$ cat src/rtl/calc_centroid_div.sv
// rtl/calc_centroid_div.sv - captures m10/m00 and computes xc = m10/m00 with a bit-serial restoring divider
// Optional rounding of the quotient is enabled by defining CALC_CENTROID_ROUND_EN.
module calc_centroid_div #(
  parameter int FRAC_BITS = 4
) (
  input  logic                  clk,
  input  logic                  nrst,
  input  logic                  cnt_en,
  input  logic [31:0]           m10_data,
  input  logic                  m10_done,
  input  logic [31:0]           m00_data,
  input  logic                  m00_done,
  output logic [11+FRAC_BITS-1:0] xc,
  output logic                  xc_valid,
  output logic                  div_err,
  output logic                  busy,
  output logic                  overrun
);

  localparam int QW = 11 + FRAC_BITS;
  localparam int DW = 32 + FRAC_BITS;
  localparam int CW = $clog2(DW + 1);

  typedef enum logic [2:0] {
    S_IDLE,
    S_WAIT,
    S_LOAD,
    S_DIV,
    S_FIN
  } state_t;

  state_t          state_q, state_d;
  logic [31:0]     m10_q, m10_d;
  logic [31:0]     m00_q, m00_d;
  logic            have_m10_q, have_m10_d;
  logic            have_m00_q, have_m00_d;
  logic [DW-1:0]   dvd_q, dvd_d;
  logic [DW-1:0]   quo_q, quo_d;
  logic [31:0]     rem_q, rem_d;
  logic [CW-1:0]   cnt_q, cnt_d;
  logic            dzero_q, dzero_d;
  logic [QW-1:0]   xc_q, xc_d;
  logic            xc_valid_q, xc_valid_d;
  logic            div_err_q, div_err_d;
  logic            overrun_q, overrun_d;

  logic            busy_w;
  logic [32:0]     rem_sh;
  logic            q_bit;
  logic [DW:0]     q_full;

  assign busy_w = (state_q == S_LOAD) || (state_q == S_DIV) || (state_q == S_FIN);

  always_comb begin
    state_d    = state_q;
    m10_d      = m10_q;
    m00_d      = m00_q;
    have_m10_d = have_m10_q;
    have_m00_d = have_m00_q;
    dvd_d      = dvd_q;
    quo_d      = quo_q;
    rem_d      = rem_q;
    cnt_d      = cnt_q;
    dzero_d    = dzero_q;
    xc_d       = xc_q;
    xc_valid_d = 1'b0;
    div_err_d  = div_err_q;
    overrun_d  = overrun_q;
    rem_sh     = {rem_q, dvd_q[DW-1]};
    q_bit      = (rem_sh >= {1'b0, m00_q});
    q_full     = {1'b0, quo_q};

    if (cnt_en) begin
      state_d    = S_IDLE;
      have_m10_d = 1'b0;
      have_m00_d = 1'b0;
      xc_d       = '0;
      div_err_d  = 1'b0;
      overrun_d  = 1'b0;
    end else begin
      // Strobes arriving mid-operation are dropped; the result in flight is untouched.
      if (busy_w && (m10_done || m00_done)) begin
        overrun_d = 1'b1;
      end

      case (state_q)
        S_IDLE, S_WAIT: begin
          if (m10_done) begin
            m10_d      = m10_data;
            have_m10_d = 1'b1;
          end
          if (m00_done) begin
            m00_d      = m00_data;
            have_m00_d = 1'b1;
          end
          if (have_m10_d && have_m00_d) begin
            state_d = S_LOAD;
          end else if (have_m10_d || have_m00_d) begin
            state_d = S_WAIT;
          end else begin
            state_d = S_IDLE;
          end
        end

        S_LOAD: begin
          dvd_d      = {m10_q, {FRAC_BITS{1'b0}}};
          quo_d      = '0;
          rem_d      = '0;
          cnt_d      = '0;
          have_m10_d = 1'b0;
          have_m00_d = 1'b0;
          dzero_d    = (m00_q == 32'd0);
          state_d    = (m00_q == 32'd0) ? S_FIN : S_DIV;
        end

        S_DIV: begin
          // The post-subtract remainder is always below the divisor, so 32 bits hold it.
          rem_d = q_bit ? (rem_sh[31:0] - m00_q) : rem_sh[31:0];
          quo_d = {quo_q[DW-2:0], q_bit};
          dvd_d = {dvd_q[DW-2:0], 1'b0};
          cnt_d = cnt_q + 1'b1;
          if (cnt_q == CW'(DW - 1)) begin
            state_d = S_FIN;
          end
        end

        S_FIN: begin
`ifdef CALC_CENTROID_ROUND_EN
          if ({1'b0, rem_q, 1'b0} >= {2'b00, m00_q}) begin
            q_full = q_full + 1'b1;
          end
`endif
          if (dzero_q) begin
            xc_d      = '0;
            div_err_d = 1'b1;
          end else begin
            xc_d      = (|q_full[DW:QW]) ? {QW{1'b1}} : q_full[QW-1:0];
            div_err_d = 1'b0;
          end
          xc_valid_d = 1'b1;
          state_d    = S_IDLE;
        end

        default: begin
          state_d = S_IDLE;
        end
      endcase
    end
  end

  always_ff @(posedge clk or negedge nrst) begin
    if (!nrst) begin
      state_q    <= S_IDLE;
      m10_q      <= '0;
      m00_q      <= '0;
      have_m10_q <= 1'b0;
      have_m00_q <= 1'b0;
      dvd_q      <= '0;
      quo_q      <= '0;
      rem_q      <= '0;
      cnt_q      <= '0;
      dzero_q    <= 1'b0;
      xc_q       <= '0;
      xc_valid_q <= 1'b0;
      div_err_q  <= 1'b0;
      overrun_q  <= 1'b0;
    end else begin
      state_q    <= state_d;
      m10_q      <= m10_d;
      m00_q      <= m00_d;
      have_m10_q <= have_m10_d;
      have_m00_q <= have_m00_d;
      dvd_q      <= dvd_d;
      quo_q      <= quo_d;
      rem_q      <= rem_d;
      cnt_q      <= cnt_d;
      dzero_q    <= dzero_d;
      xc_q       <= xc_d;
      xc_valid_q <= xc_valid_d;
      div_err_q  <= div_err_d;
      overrun_q  <= overrun_d;
    end
  end

  assign xc       = xc_q;
  assign xc_valid = xc_valid_q;
  assign div_err  = div_err_q;
  assign busy     = busy_w;
  assign overrun  = overrun_q;

endmodule

$ cat config.mk
export PLATFORM = sky130hd
export DESIGN_NAME = calc_centroid_div
export DESIGN_NICKNAME = d
export VERILOG_FILES = /design/src/rtl/calc_centroid_div.sv
export SDC_FILE = /design/constraint.sdc
export NUM_CORES = 1
export LEC_CHECK = 0
export CAP_MARGIN = 10
export CORE_MARGIN = 5
export CORE_UTILIZATION = 53
export CTS_CLUSTER_SIZE = 30
export DETAILED_ROUTE_END_ITERATION = 7
export GPL_TIMING_DRIVEN = 0
export HOLD_SLACK_MARGIN = 0.02
export PLACE_DENSITY = 0.77
export SLEW_MARGIN = 20
export SYNTH_ARGS = -nofsm -noshare
export SYNTH_HDL_FRONTEND = slang
export SYNTH_SLANG_ARGS = --single-unit
$ cat constraint.sdc
create_clock -name clk -period 2.8 [get_ports clk]
set_input_delay 0.42 -clock clk [delete_from_list [all_inputs] [get_ports clk]]
set_output_delay 0.42 -clock clk [all_outputs]
set_load 0.02 [all_outputs]
Yosys cells after proc, flatten, opt, wreduce, memory -nomap -nowiden
Cells that the tools add are included.
- reduce and logical (&&, ||, !) cells: 18
- multiplexer cells: 32
- bitwise gates (word level): 1
- magnitude comparators: 1
- add/sub/neg operators: 2
- eq/ne operators: 6
- operators by type and width (kind ; number):
    case mux 36 bit (2 select lines) ; 2
    case mux 32 bit (2 select lines) ; 1
    2-to-1 mux 15 bit ; 4
    greater-or-equal comparator 33 x 32 -> 1 bit ; 1
    logical NOT 32 bit ; 1
    2-to-1 mux 32 bit ; 1
    subtractor 32 bit ; 1
    OR reduction 21 bit ; 1
    2-to-1 mux 1 bit ; 16
    case mux 6 bit (2 select lines) ; 1
    2-to-1 mux 3 bit ; 3
    case mux 3 bit (3 select lines) ; 1
    adder 6 x 1 -> 6 bit (second input constant) ; 1
    == test 3 x 2 -> 1 bit (second input constant) ; 2
    == test 6 bit (second input constant) ; 1
    AND reduction 3 bit ; 2
    nonzero test 2 bit ; 3
    logical OR 1 bit ; 4
    case mux 1 bit (2 select lines) ; 2
    AND reduction 2 bit ; 2
    == test 3 x 1 -> 1 bit (second input constant) ; 1
    == test 3 bit (second input constant) ; 1
    logical NOT 3 bit ; 1
    != test 3 x 2 -> 1 bit (second input constant) ; 1
    other kinds (5) ; 6
- output and inout port bits: 19
- register bits after elaboration: 198
- bits of input ports: 69

Logic depth before layout (Yosys ltp)
Gate-level depths: netlist of the first run.
- word-level depth: 9
- depth in mapped cells: 13
- mapped depth without buffers: 12

Worst setup path after synthesis of the first run
No wires, ideal clock.
- kind: flip-flop to flip-flop
- from: register m00_q[1]
- to: register rem_q[10]
- setup slack: 0.032 ns
- required time: 2.668 ns
- library setup time: 0.132 ns
- arrival time: 2.635 ns
- cell stages (with the launch flop): 13
- period minus slack after synthesis: 2.768 ns
- cell sequence: dfrtp_1 inv_1 ha_1 nor2b_1 o31a_1 o31ai_2 a21oi_1 o22ai_2 o21ai_2 a311oi_4 buf_6 mux2i_1 o21ai_1
- cells in the longest elaborated chain, start to end: 3
- elaborated cells on any way between the ends: 4
- those cells by class: 1 x add/sub; 1 x order compare; 2 x mux
- RTL lines (element ; RTL line ; text):
    from (decl) ; 34 ; logic [31:0] m00_q, m00_d;
    from (signal assigned) ; 170 ; m00_q <= m00_d;
    subtractor 32 bit or greater-or-equal comparator 33 x 32 -> 1 bit (tied branches) ; 118, 70 ;
    2-to-1 mux 32 bit (*) ; 118 ; rem_d = q_bit ? (rem_sh[31:0] - m00_q) : rem_sh[31:0];
    case mux 32 bit (2 select lines) (*) ; 86 ; case (state_q)
    to (signal assigned) ; 175 ; rem_q <= rem_d;
    to (decl) ; 39 ; logic [31:0] rem_q, rem_d;
Mark *: on every way between the ends. The rest lies on a longest branch, timed or not.
A chain may end at the register's enable or synchronous reset.

Worst setup path in the final report of the first run
- from: register m00_q[16]
- to: register rem_q[5]
- cells in the longest elaborated chain, start to end: 3
- RTL lines (element ; RTL line ; text):
    greater-or-equal comparator 33 x 32 -> 1 bit ; 70 ; q_bit = (rem_sh >= {1'b0, m00_q});
    2-to-1 mux 32 bit ; 118 ;
    case mux 32 bit (2 select lines) ; 86 ;
No other way between the ends.

==> results.sh, run 1 <==
export IMPL_power_combinational_fraction_pct=31.1
export IMPL_detail_route_drc_violations=0
export IMPL_antenna_left=0
export IMPL_clock_tree_root_cell="clkbuf_16"
export IMPL_post_drt_wl_per_cell_um=16.9
export IMPL_fin_crit_ns=2.83
export IMPL_synth_avg_cell_area_um2=9.51
export IMPL_report_final_hold_viol_count=0
export IMPL_synth_warnings=0
export IMPL_run_status="complete, but fails checks"
export IMPL_detailedRoute_firstIterationViolations=676
export IMPL_area_growth_pct=25.2
export IMPL_postSynthCellCount=1039
export IMPL_critPathCaptureType="flop"
export IMPL_drt_wl_total_um=24100
export IMPL_hold_path_startpoint="cnt_en"
export IMPL_standard_cell_with_the_maximum_stage_delay_on_the_critical_path="dfrtp_1"
export IMPL_synth_area_leader_cell="dfrtp_1"
export IMPL_hp_class="in -> reg"
export IMPL_grt_setup_unrepaired="true"
export IMPL_cts_htree_levels=4
export IMPL_coreArea_mm2=0.0185
export IMPL_hold_worst_slack_ns=0.399
export IMPL_synth_edff_count=0
export IMPL_place_port_buffers=86
export IMPL_cp_cell_sequence="inv_1 -> ha_4 -> a21o_1 -> a31oi_2 -> nor2_1 -> a211o_1 -> o22ai_4 -> o21ai_4 -> a311oi_4 -> buf_6 -> buf_12 -> mux2i_2 -> o21ai_1"
export IMPL_power_net_switching_w=0.00314
export IMPL_synth_top_flop_cell="dfrtp_1"
export IMPL_grt_first_pass_wirelength_um=40300
export IMPL_clock_insertion_delay_at_the_later_pin_of_the_skew_report_ns=0.44
export IMPL_worst_slack_ns=-0.0348
export IMPL_fmax_ghz=0.353
export IMPL_worstSetupStartpointType="flop"
export IMPL_gpl_final_weighted_congestion=0.918
export IMPL_worst_slew_pin_slew_ns=0.782
export IMPL_ff_to_ff_setup_slack_ns=-0.03
export IMPL_die_height_um=147
export IMPL_power_share_switching_pct=35.0
export IMPL_cp_max_fo=7
export IMPL_clock_power_share_pct=27.3
export IMPL_vias_in_the_first_global_route=8116
export IMPL_cp_num_buf_inv=3
export IMPL_cellInternalPower_w=0.00582
export IMPL_cap_violations=0
export IMPL_synth_seq_cells=194
export IMPL_min_delay_worst_endpoint="overrun$_DFFE_PN0P_"
export IMPL_setup_violations_final=12
export IMPL_cts_tree="yes"
export IMPL_antenna_found_initial=0
export IMPL_die_width_um=147
export IMPL_total_leakage_power_nw=5.77
export IMPL_synthArstFlopShare_pct=100
export IMPL_critPathTopFamily="compound AO/OA/AOI/OAI gates"
export IMPL_io_pins=88
export IMPL_power_share_sequential_pct=41.6
export IMPL_worst_setup_path_type="reg -> reg"
export IMPL_clock_sink_count=194
export IMPL_top_cell_type_s_share_of_synthesized_area_pct=49.1
export IMPL_synth_yosys_seq_area_share_pct=49.1
export IMPL_vdd_drop_max_mv=0.488
export IMPL_initial_utilization_pct=53.4
export IMPL_drv_slew=0
export IMPL_synth_cell_area_mm2=0.00988
export IMPL_cp_arrival_ns=3.13
export IMPL_multiInputGateArea_mm2=0.00491
export IMPL_final_seq_area_mm2=0.00485
export IMPL_cells_taking_the_most_area_after_synthesis="dfrtp_1, nand2_1, mux2i_1"
export IMPL_p_per_area_mw_per_mm2=724
export IMPL_violations="setup timing"
export IMPL_post_route_clock_period_utilization_pct=101
export IMPL_yosysMostFrequentCell="nand2_1"
export IMPL_route_detailed_vias_per_inst=5.66
export IMPL_cts_made_buffers=17
export IMPL_worst_r2r_path_depth=13
export IMPL_dp_final_hpwl_um=16500
export IMPL_fillCellCount=1443
export IMPL_grt_max_degree=89
export IMPL_post_route_cells_drive_above_1_share_pct=14.3
export IMPL_worst_ep_required_time_ns=3.10
export IMPL_synth_top_cells_by_count="nand2_1, dfrtp_1, o21ai_0"
export IMPL_hold_depth=2
export IMPL_path_clk_slew_ns=0.08
export IMPL_vias_post_dr=8044
export IMPL_r2r_end="rem_q[5]$_DFFE_PN0P_"
export IMPL_aggregate_global_routing_overflow=0
export IMPL_mappedNetlistNets=1143
export IMPL_finalNetCount=1279
export IMPL_drt_pass1_iterations=7
export IMPL_place_ws_ns=-0.512
export IMPL_fp_dieArea_mm2=0.0215
export IMPL_synth_cell_types=58
export IMPL_num_antenna_cells=0
export IMPL_clock_skew_final_ns=0.00885
export IMPL_clk_path_buf_depth=2
export IMPL_placementRows=50
export IMPL_gr_usage_all_layers_pct=22.7
export IMPL_relSlewSlack_pct=47.4
export IMPL_crit_path_max_incr_delay_ns=0.39
export IMPL_reg2reg_from="m00_q[16]$_DFFE_PN0P_"
cell type report:
cell class / instances / area share [%]
Multi-Input combinational cell: 740 / 39.7
Clock buffer: 18 / 3.55
Tap cell: 234 / 2.37
Inverter: 43 / 1.31
Buffer: 55 / 2.21
Clock inverter: 14 / 1.36
Sequential cell: 194 / 39.3
Timing Repair Buffer: 124 / 10.2
registers in the layout, indices dropped and copies added, names as in the netlist:
name and cells:
have_m10_q 1, div_err 1, overrun 1, dzero_q 1
m00_q 32, dvd_q 32, cnt_q 6, quo_q 36
xc 15, m10_q 32, have_m00_q 1, rem_q 32
state_q 3, xc_valid 1
metal layers:
metal | share of wire [%] | GRT usage, % | vias to the layer above | routed length [um]
met3 | 4.2 | 4.50 | 42 | 1000
met1 | 47 | 31.5 | 3914 | 11200
met4 | 2.3 | 6.96 | 0 | 543
li1 | - | - | 3885 | -
met2 | 47 | 36.2 | 203 | 11300
met5 | 0 | 0 | - | 0
power by group through the flow:
stage               registers [W]  clock network [W]  logic [W]
finish                    0.00372            0.00244    0.00279
detailed placement        0.00376                  0    0.00242
CTS                       0.00371            0.00248    0.00252
global placement          0.00374                  0    0.00234
global route              0.00380            0.00261    0.00310
floorplan                 0.00365                  0    0.00178
per-stage QoR:
stage / power (W) / area, um^2 / setup TNS [ns] / utilization (%) / std cells
2_1_floorplan: 0.00543 / 9880 / 0 / - / 1039
3_3_place_gp: 0.00608 / 11000 / -1326.34 / 59.6 / 1359
3_5_place_dp: 0.00618 / 11100 / -15.03 / 59.9 / 1361
4_1_cts: 0.00871 / 12000 / -2.78 / 65.1 / 1414
5_1_grt: 0.00951 / 12400 / -3.40 / 66.8 / 1422
6_report: 0.00895 / 12400 / -0.162 / 66.8 / 1422
worst max-delay path by stage:
stage	depth (start not counted)	slack [ns]	end	start
global placement	1	-6.78	xc[10]$_DFFE_PN0P_	nrst
CTS	13	-0.15	rem_q[18]$_DFFE_PN0P_	rem_q[17]$_DFFE_PN0P_
floorplan	12	0.03	rem_q[10]$_DFFE_PN0P_	m00_q[1]$_DFFE_PN0P_
finish	13	-0.03	rem_q[5]$_DFFE_PN0P_	m00_q[16]$_DFFE_PN0P_
global route	13	-0.17	rem_q[6]$_DFFE_PN0P_	m00_q[1]$_DFFE_PN0P_
detailed placement	12	-0.51	rem_q[15]$_DFFE_PN0P_	m00_q[1]$_DFFE_PN0P_
kinds of logic (layout without fill, tap and decap cells):
logic type / Yosys count / in the layout / share of synthesized area (%)
simple gates: 347 / 347 / 15.3
compound gates: 241 / 241 / 14.7
flops: 194 / 194 / 49.1
buf+inv: 105 / 254 / 4.42
mux: 88 / 88 / 9.33
fa+ha+maj: 35 / 35 / 4.51
xor+xnor: 29 / 29 / 2.57
cells in the final DEF, fill, tap and decap left out, types with 7 or more instances in the layout:
master and count:
nand2_1 200, dfrtp_1 194, o21ai_0 101, clkdlybuf4s50_1 84
mux2i_1 53, nand3_1 43, clkbuf_1 42, inv_1 39
nor2_1 36, mux2_2 33, o21ai_1 30, a21oi_1 28
buf_4 26, xnor2_1 19, a21o_1 18, ha_1 17
clkbuf_16 17, nand4_1 14, nor4_1 11, xor2_1 10
ha_2 10, nor3_1 9, nor2b_1 8, o21a_1 7
buf_6 7, ha_4 7
what timing repair did:
action,in CTS,in global routing
pin swaps,12,31
endpoints found under the setup margin,33,34
cloned,3,1
hold buffers,1,0
endpoints found under the hold margin,26,0
gates resized for setup,22,68
setup buffers,19,14
(Power assumes the default switching activity.)
==> run 2, diff against run 1 <==
- CORE_UTILIZATION: 53 -> 55
- clock period: 2.8 -> 2.78 ns (I/O delays scaled with it)
==> results.sh, run 2 (synthesis results as in run 1) <==
export IMPL_vdd_drop_max_mv=0.561
export IMPL_post_route_clock_period_utilization_pct=104
export IMPL_antenna_left=0
export IMPL_worstSetupStartpointType="flop"
export IMPL_clock_skew_final_ns=0.0113
export IMPL_worst_setup_path_type="reg -> reg"
export IMPL_worst_ep_required_time_ns=3.07
export IMPL_finalNetCount=1276
export IMPL_final_cell_area_mm2=0.0123
export IMPL_die_height_um=144
export IMPL_post_drt_wl_per_cell_um=17.1
export IMPL_drt_pass1_iterations=5
export IMPL_cp_max_fo=5
export IMPL_clock_insertion_delay_at_the_later_pin_of_the_skew_report_ns=0.44
export IMPL_aggregate_global_routing_overflow=0
export IMPL_hold_depth=2
export IMPL_io_pins=88
export IMPL_standard_cell_with_the_maximum_stage_delay_on_the_critical_path="dfrtp_1"
export IMPL_drv_slew=0
export IMPL_cts_made_buffers=17
export IMPL_cts_htree_levels=4
export IMPL_mostFrequentLayoutCells="nand2_1, dfrtp_1, o21ai_0"
export IMPL_cap_violations=0
export IMPL_grt_max_degree=99
export IMPL_cts_tree="yes"
export IMPL_placedInstanceArea_mm2=0.0111
export IMPL_fin_crit_ns=2.89
export IMPL_report_final_hold_viol_count=0
export IMPL_coreArea_mm2=0.0178
export IMPL_run_status="complete, but fails checks"
export IMPL_grt_first_pass_wirelength_um=39700
export IMPL_die_width_um=144
export IMPL_setup_violations_final=33
export IMPL_dp_final_hpwl_um=16600
export IMPL_initial_utilization_pct=55.4
export IMPL_placementRows=49
export IMPL_clock_sink_count=194
export IMPL_largest_register_ff_count=36
export IMPL_place_ws_ns=-0.554
export IMPL_worst_slack_ns=-0.114
export IMPL_crit_path_max_incr_delay_ns=0.43
export IMPL_clk_path_buf_depth=2
export IMPL_grt_setup_unrepaired="true"
export IMPL_violations="setup timing"
export IMPL_cp_arrival_ns=3.18
export IMPL_place_port_buffers=86
export IMPL_worst_r2r_path_depth=11
export IMPL_area_growth_pct=24.1
export IMPL_detail_route_drc_violations=0
export IMPL_route_detailed_vias_per_inst=5.71
export IMPL_relSlewSlack_pct=41.2
export IMPL_drt_wl_total_um=24200
export IMPL_critPathCaptureType="flop"
export IMPL_p_per_area_mw_per_mm2=744
export IMPL_gpl_final_weighted_congestion=0.880
export IMPL_vias_in_the_first_global_route=7927
export IMPL_fmax_ghz=0.346
export IMPL_layout_cells_most_common="nand2_1"
export IMPL_vias_post_dr=8071
export IMPL_worst_slew_pin_slew_ns=0.875
export IMPL_total_leakage_power_nw=5.74
export IMPL_registers_top_by_ff_count="quo_q"
export IMPL_antenna_found_initial=0
export IMPL_clock_tree_root_cell="clkbuf_16"
export IMPL_path_clk_slew_ns=0.08
export IMPL_detailedRoute_firstIterationViolations=520
export IMPL_fp_dieArea_mm2=0.0207
export IMPL_cp_cell_sequence="ha_4 -> nor2b_4 -> o31a_1 -> o31ai_4 -> a21oi_2 -> o22ai_4 -> o21ai_4 -> a311oi_4 -> buf_4 -> mux2i_1 -> o21ai_1"
export IMPL_gr_usage_all_layers_pct=23.8
export IMPL_num_antenna_cells=0
export IMPL_hp_class="in -> reg"
export IMPL_post_route_cells_drive_above_1_share_pct=14.0
-- run 2: critical path, delay by kind of cell, from the launching register on --
kind / cells / cell delay, ns
mux: 1 / 0.21
compound gates: 7 / 1.44
buf+inv: 1 / 0.26
fa+ha+maj: 1 / 0.26
flops: 1 / 0.43
simple gates: 1 / 0.12
-- run 2: per-stage QoR --
| stage | setup TNS, ns | util, % | hold WS (ns) | cells | total power (W) |
|---|---|---|---|---|---|
| floorplan | 0 | - | 0.121 | 1039 | 0.00547 |
| global placement | -1335.31 | 61.8 | 0.455 | 1354 | 0.00614 |
| detailed placement | -15.86 | 62.2 | 0.466 | 1356 | 0.00624 |
| CTS | -1.61 | 67.5 | 0.364 | 1408 | 0.00898 |
| global route | -6.15 | 68.7 | 0.418 | 1414 | 0.00966 |
| finish | -1.92 | 68.7 | 0.379 | 1414 | 0.00913 |
-- run 2: path summary, 6_finish.rpt --
check / from / endpoint / slack, ns
max in group asynchronous: nrst / quo_q[6]$_DFFE_PN0P_ / 1.35
hold / removal: cnt_en / have_m00_q$_DFFE_PN0P_ / 0.38
min in group asynchronous: nrst / m00_q[17]$_DFFE_PN0P_ / 0.58
setup reg to reg: rem_q[0]$_DFFE_PN0P_ / rem_q[23]$_DFFE_PN0P_ / -0.11
hold reg to reg: xc[6]$_DFFE_PN0P_ / xc[6]$_DFFE_PN0P_ / 0.48
setup / recovery: rem_q[0]$_DFFE_PN0P_ / rem_q[23]$_DFFE_PN0P_ / -0.11
-- run 2: power by group --
part / internal, W / switching [W]
Combinational: 0.00121 / 0.00160
Sequential: 0.00339 / 0.000354
Clock: 0.00132 / 0.00126
-- run 2: area by class of cell --
type,instances,area (um^2)
Timing Repair Buffer,122,1190
Multi-Input combinational cell,740,4890
Tap cell,229,287
Buffer,54,240
Fill cell,1365,5580
Clock buffer,17,425
Inverter,43,161
Clock inverter,15,215
Sequential cell,194,4850
-- run 2: metal layers --
layer | global-route usage (%) | wire length [um] | vias up
li1 | - | - | 3887
met1 | 33.8 | 11200 | 3910
met2 | 37.5 | 11200 | 228
met3 | 3.77 | 1170 | 46
met4 | 8.28 | 668 | 0
met5 | 0 | 0 | -
-- run 2: timing repair --
| item | in CTS | in global routing |
|---|---|---|
| pin swaps | 15 | 26 |
| setup buffers | 21 | 9 |
| hold endpoints to repair | 32 | 0 |
| gates resized for setup | 32 | 42 |
| endpoints found under the setup margin | 33 | 34 |
| cloned | 2 | 1 |
| hold buffers | 1 | 0 |
==> run 3, diff against run 2 <==
- CTS_BUF_LIST: default -> sky130_fd_sc_hd__clkbuf_2 sky130_fd_sc_hd__clkbuf_4 sky130_fd_sc_hd__clkbuf_8
==> results.sh, run 3 (synthesis results as in run 1) <==
export IMPL_relSlewSlack_pct=45.5
export IMPL_p_per_area_mw_per_mm2=701
export IMPL_cellInternalPower_w=0.00534
export IMPL_fin_crit_ns=2.94
export IMPL_antenna_found_initial=0
export IMPL_fp_dieArea_mm2=0.0207
export IMPL_largest_register_ff_count=36
export IMPL_vdd_drop_max_mv=0.409
export IMPL_drt_pass1_iterations=5
export IMPL_cp_arrival_ns=3.28
export IMPL_worst_ep_required_time_ns=3.13
export IMPL_clock_tree_root_cell="clkbuf_8"
export IMPL_route_detailed_vias_per_inst=5.75
export IMPL_registers_top_by_ff_count="quo_q"
export IMPL_post_route_clock_period_utilization_pct=106
export IMPL_initial_utilization_pct=55.4
export IMPL_clock_power_share_pct=23.3
export IMPL_dp_cells=1356
export IMPL_aggregate_global_routing_overflow=0
export IMPL_grt_met1_usage_pct=34.1
export IMPL_io_pins=88
export IMPL_clk_path_buf_depth=2
export IMPL_grt_max_degree=99
export IMPL_fillCellCount=1411
export IMPL_clock_insertion_delay_at_the_later_pin_of_the_skew_report_ns=0.48
export IMPL_mostFrequentLayoutCells="nand2_1, dfrtp_1, o21ai_0"
export IMPL_worst_setup_path_type="reg -> reg"
export IMPL_cap_violations=0
export IMPL_path_clk_slew_ns=0.11
export IMPL_clock_skew_final_ns=0.0126
export IMPL_worst_slew_pin_slew_ns=0.811
export IMPL_grt_setup_unrepaired="true"
export IMPL_report_final_hold_viol_count=0
export IMPL_hold_worst_slack_ns=0.340
export IMPL_met3_usage_pct=3.77
export IMPL_place_port_buffers=86
export IMPL_drv_slew=0
export IMPL_die_width_um=144
export IMPL_drt_wl_total_um=24000
export IMPL_finalNetCount=1276
export IMPL_cts_htree_levels=4
export IMPL_violations="setup timing"
export IMPL_layout_cells_most_common="nand2_1"
export IMPL_num_antenna_cells=0
export IMPL_power_net_switching_w=0.00310
export IMPL_vias_post_dr=8134
export IMPL_power_combinational_fraction_pct=32.5
export IMPL_gpl_final_weighted_congestion=0.880
export IMPL_area_growth_pct=21.9
export IMPL_setup_violations_final=33
export IMPL_detailedRoute_firstIterationViolations=723
export IMPL_post_layout_nonfiller_instances=1414
export IMPL_dp_final_hpwl_um=16600
export IMPL_antenna_left=0
export IMPL_power_share_switching_pct=36.7
export IMPL_post_route_cells_drive_above_1_share_pct=13.3
export IMPL_coreArea_mm2=0.0178
export IMPL_worstSetupStartpointType="flop"
export IMPL_power_share_sequential_pct=44.3
export IMPL_placedInstanceArea_mm2=0.0111
export IMPL_multiInputGateArea_mm2=0.00484
export IMPL_total_leakage_power_nw=5.66
export IMPL_vias_in_the_first_global_route=7946
export IMPL_fmax_ghz=0.340
export IMPL_cts_made_buffers=17
export IMPL_final_seq_area_mm2=0.00485
export IMPL_cp_max_fo=5
export IMPL_cts_tree="yes"
export IMPL_final_cell_area_mm2=0.0120
export IMPL_clock_sink_count=194
export IMPL_gr_usage_all_layers_pct=23.8
export IMPL_critPathCaptureType="flop"
export IMPL_grt_use_met2_pct=37.0
export IMPL_die_height_um=144
export IMPL_grt_first_pass_wirelength_um=39600
export IMPL_worst_slack_ns=-0.157
export IMPL_run_status="complete, but fails checks"
export IMPL_grt_most_used_layer="met2"
export IMPL_hp_class="in -> reg"
export IMPL_placementRows=49
export IMPL_detail_route_drc_violations=0
export IMPL_post_drt_wl_per_cell_um=17.0
run 3: cell types whose count changed in the layout (fill, tap and decap cells not counted), moves of 2 or more:
cell,previous run,this run
clkbuf_8,0,17
buf_4,29,24
clkbuf_16,17,0
ha_1,21,25
ha_4,6,3
inv_2,4,2
inv_1,39,41
clkbuf_1,42,44
run 3: per-stage QoR:
step | setup slack [ns] | utilization (%) | total power (W) | TNS, ns
floorplan | 0.0124 | - | 0.00547 | 0
global placement | -6.82 | 61.8 | 0.00614 | -1335.31
detailed placement | -0.554 | 62.2 | 0.00624 | -15.86
CTS | -0.146 | 66.6 | 0.00835 | -3.14
global route | -0.289 | 67.5 | 0.00900 | -7.68
finish | -0.157 | 67.5 | 0.00845 | -3.46
run 3: cell type report:
cell class | instances | share of cell area (%)
Clock inverter | 15 | 1.79
Clock buffer | 17 | 1.94
Tap cell | 229 | 2.38
Timing Repair Buffer | 118 | 9.76
Inverter | 43 | 1.34
Sequential cell | 194 | 40.3
Buffer | 58 | 2.29
Multi-Input combinational cell | 740 | 40.2
run 3: what timing repair did:
| action | 4_1_cts | 5_1_grt |
|---|---|---|
| gates resized for setup | 36 | 31 |
| endpoints found under the hold margin | 96 | 0 |
| hold buffers | 1 | 0 |
| cloned | 3 | 0 |
| pin swaps | 21 | 26 |
| setup endpoints to repair | 34 | 33 |
| setup buffers | 18 | 8 |
run 3: worst max-delay path: stages (launching register included):
cell and delay, ns:
dfrtp_1 0.42, ha_1 0.31, buf_6 0.13, a21o_1 0.18, a31oi_2 0.21, nor2_1 0.08, a211o_1 0.27, o22ai_4 0.16
o21ai_4 0.08, a311oi_4 0.36, buf_6 0.20, buf_12 0.13, mux2i_2 0.20, o21ai_1 0.08
run 3: routing by layer:
layer / up-vias / share of wire, % / wire length, um
li1: 3882 / - / -
met1: 3939 / 46 / 11100
met2: 258 / 46 / 11000
met3: 55 / 5.5 / 1330
met5: - / 0 / 0
met4: 0 / 2.5 / 604
run 3: final timing paths:
| path | from | to | slack, ns | cells past startpoint |
|---|---|---|---|---|
| max reg2reg | rem_q[13]$_DFFE_PN0P_ | rem_q[4]$_DFFE_PN0P_ | -0.16 | 13 |
| min in group asynchronous | nrst | m00_q[17]$_DFFE_PN0P_ | 0.54 | 3 |
| max in group asynchronous | nrst | quo_q[2]$_DFFE_PN0P_ | 1.37 | 4 |
| min reg2reg | dvd_q[28]$_DFFE_PN0P_ | dvd_q[28]$_DFFE_PN0P_ | 0.49 | 2 |
| max | rem_q[13]$_DFFE_PN0P_ | rem_q[4]$_DFFE_PN0P_ | -0.16 | 13 |
| min | cnt_en | have_m00_q$_DFFE_PN0P_ | 0.34 | 2 |
run 3: power by group through the flow:
stage	Sequential [W]	Combinational [W]	Clock, W
floorplan	0.00368	0.00179	0
global placement	0.00377	0.00236	0
detailed placement	0.00379	0.00245	0
CTS	0.00373	0.00261	0.00200
global route	0.00382	0.00308	0.00211
finish	0.00374	0.00274	0.00197
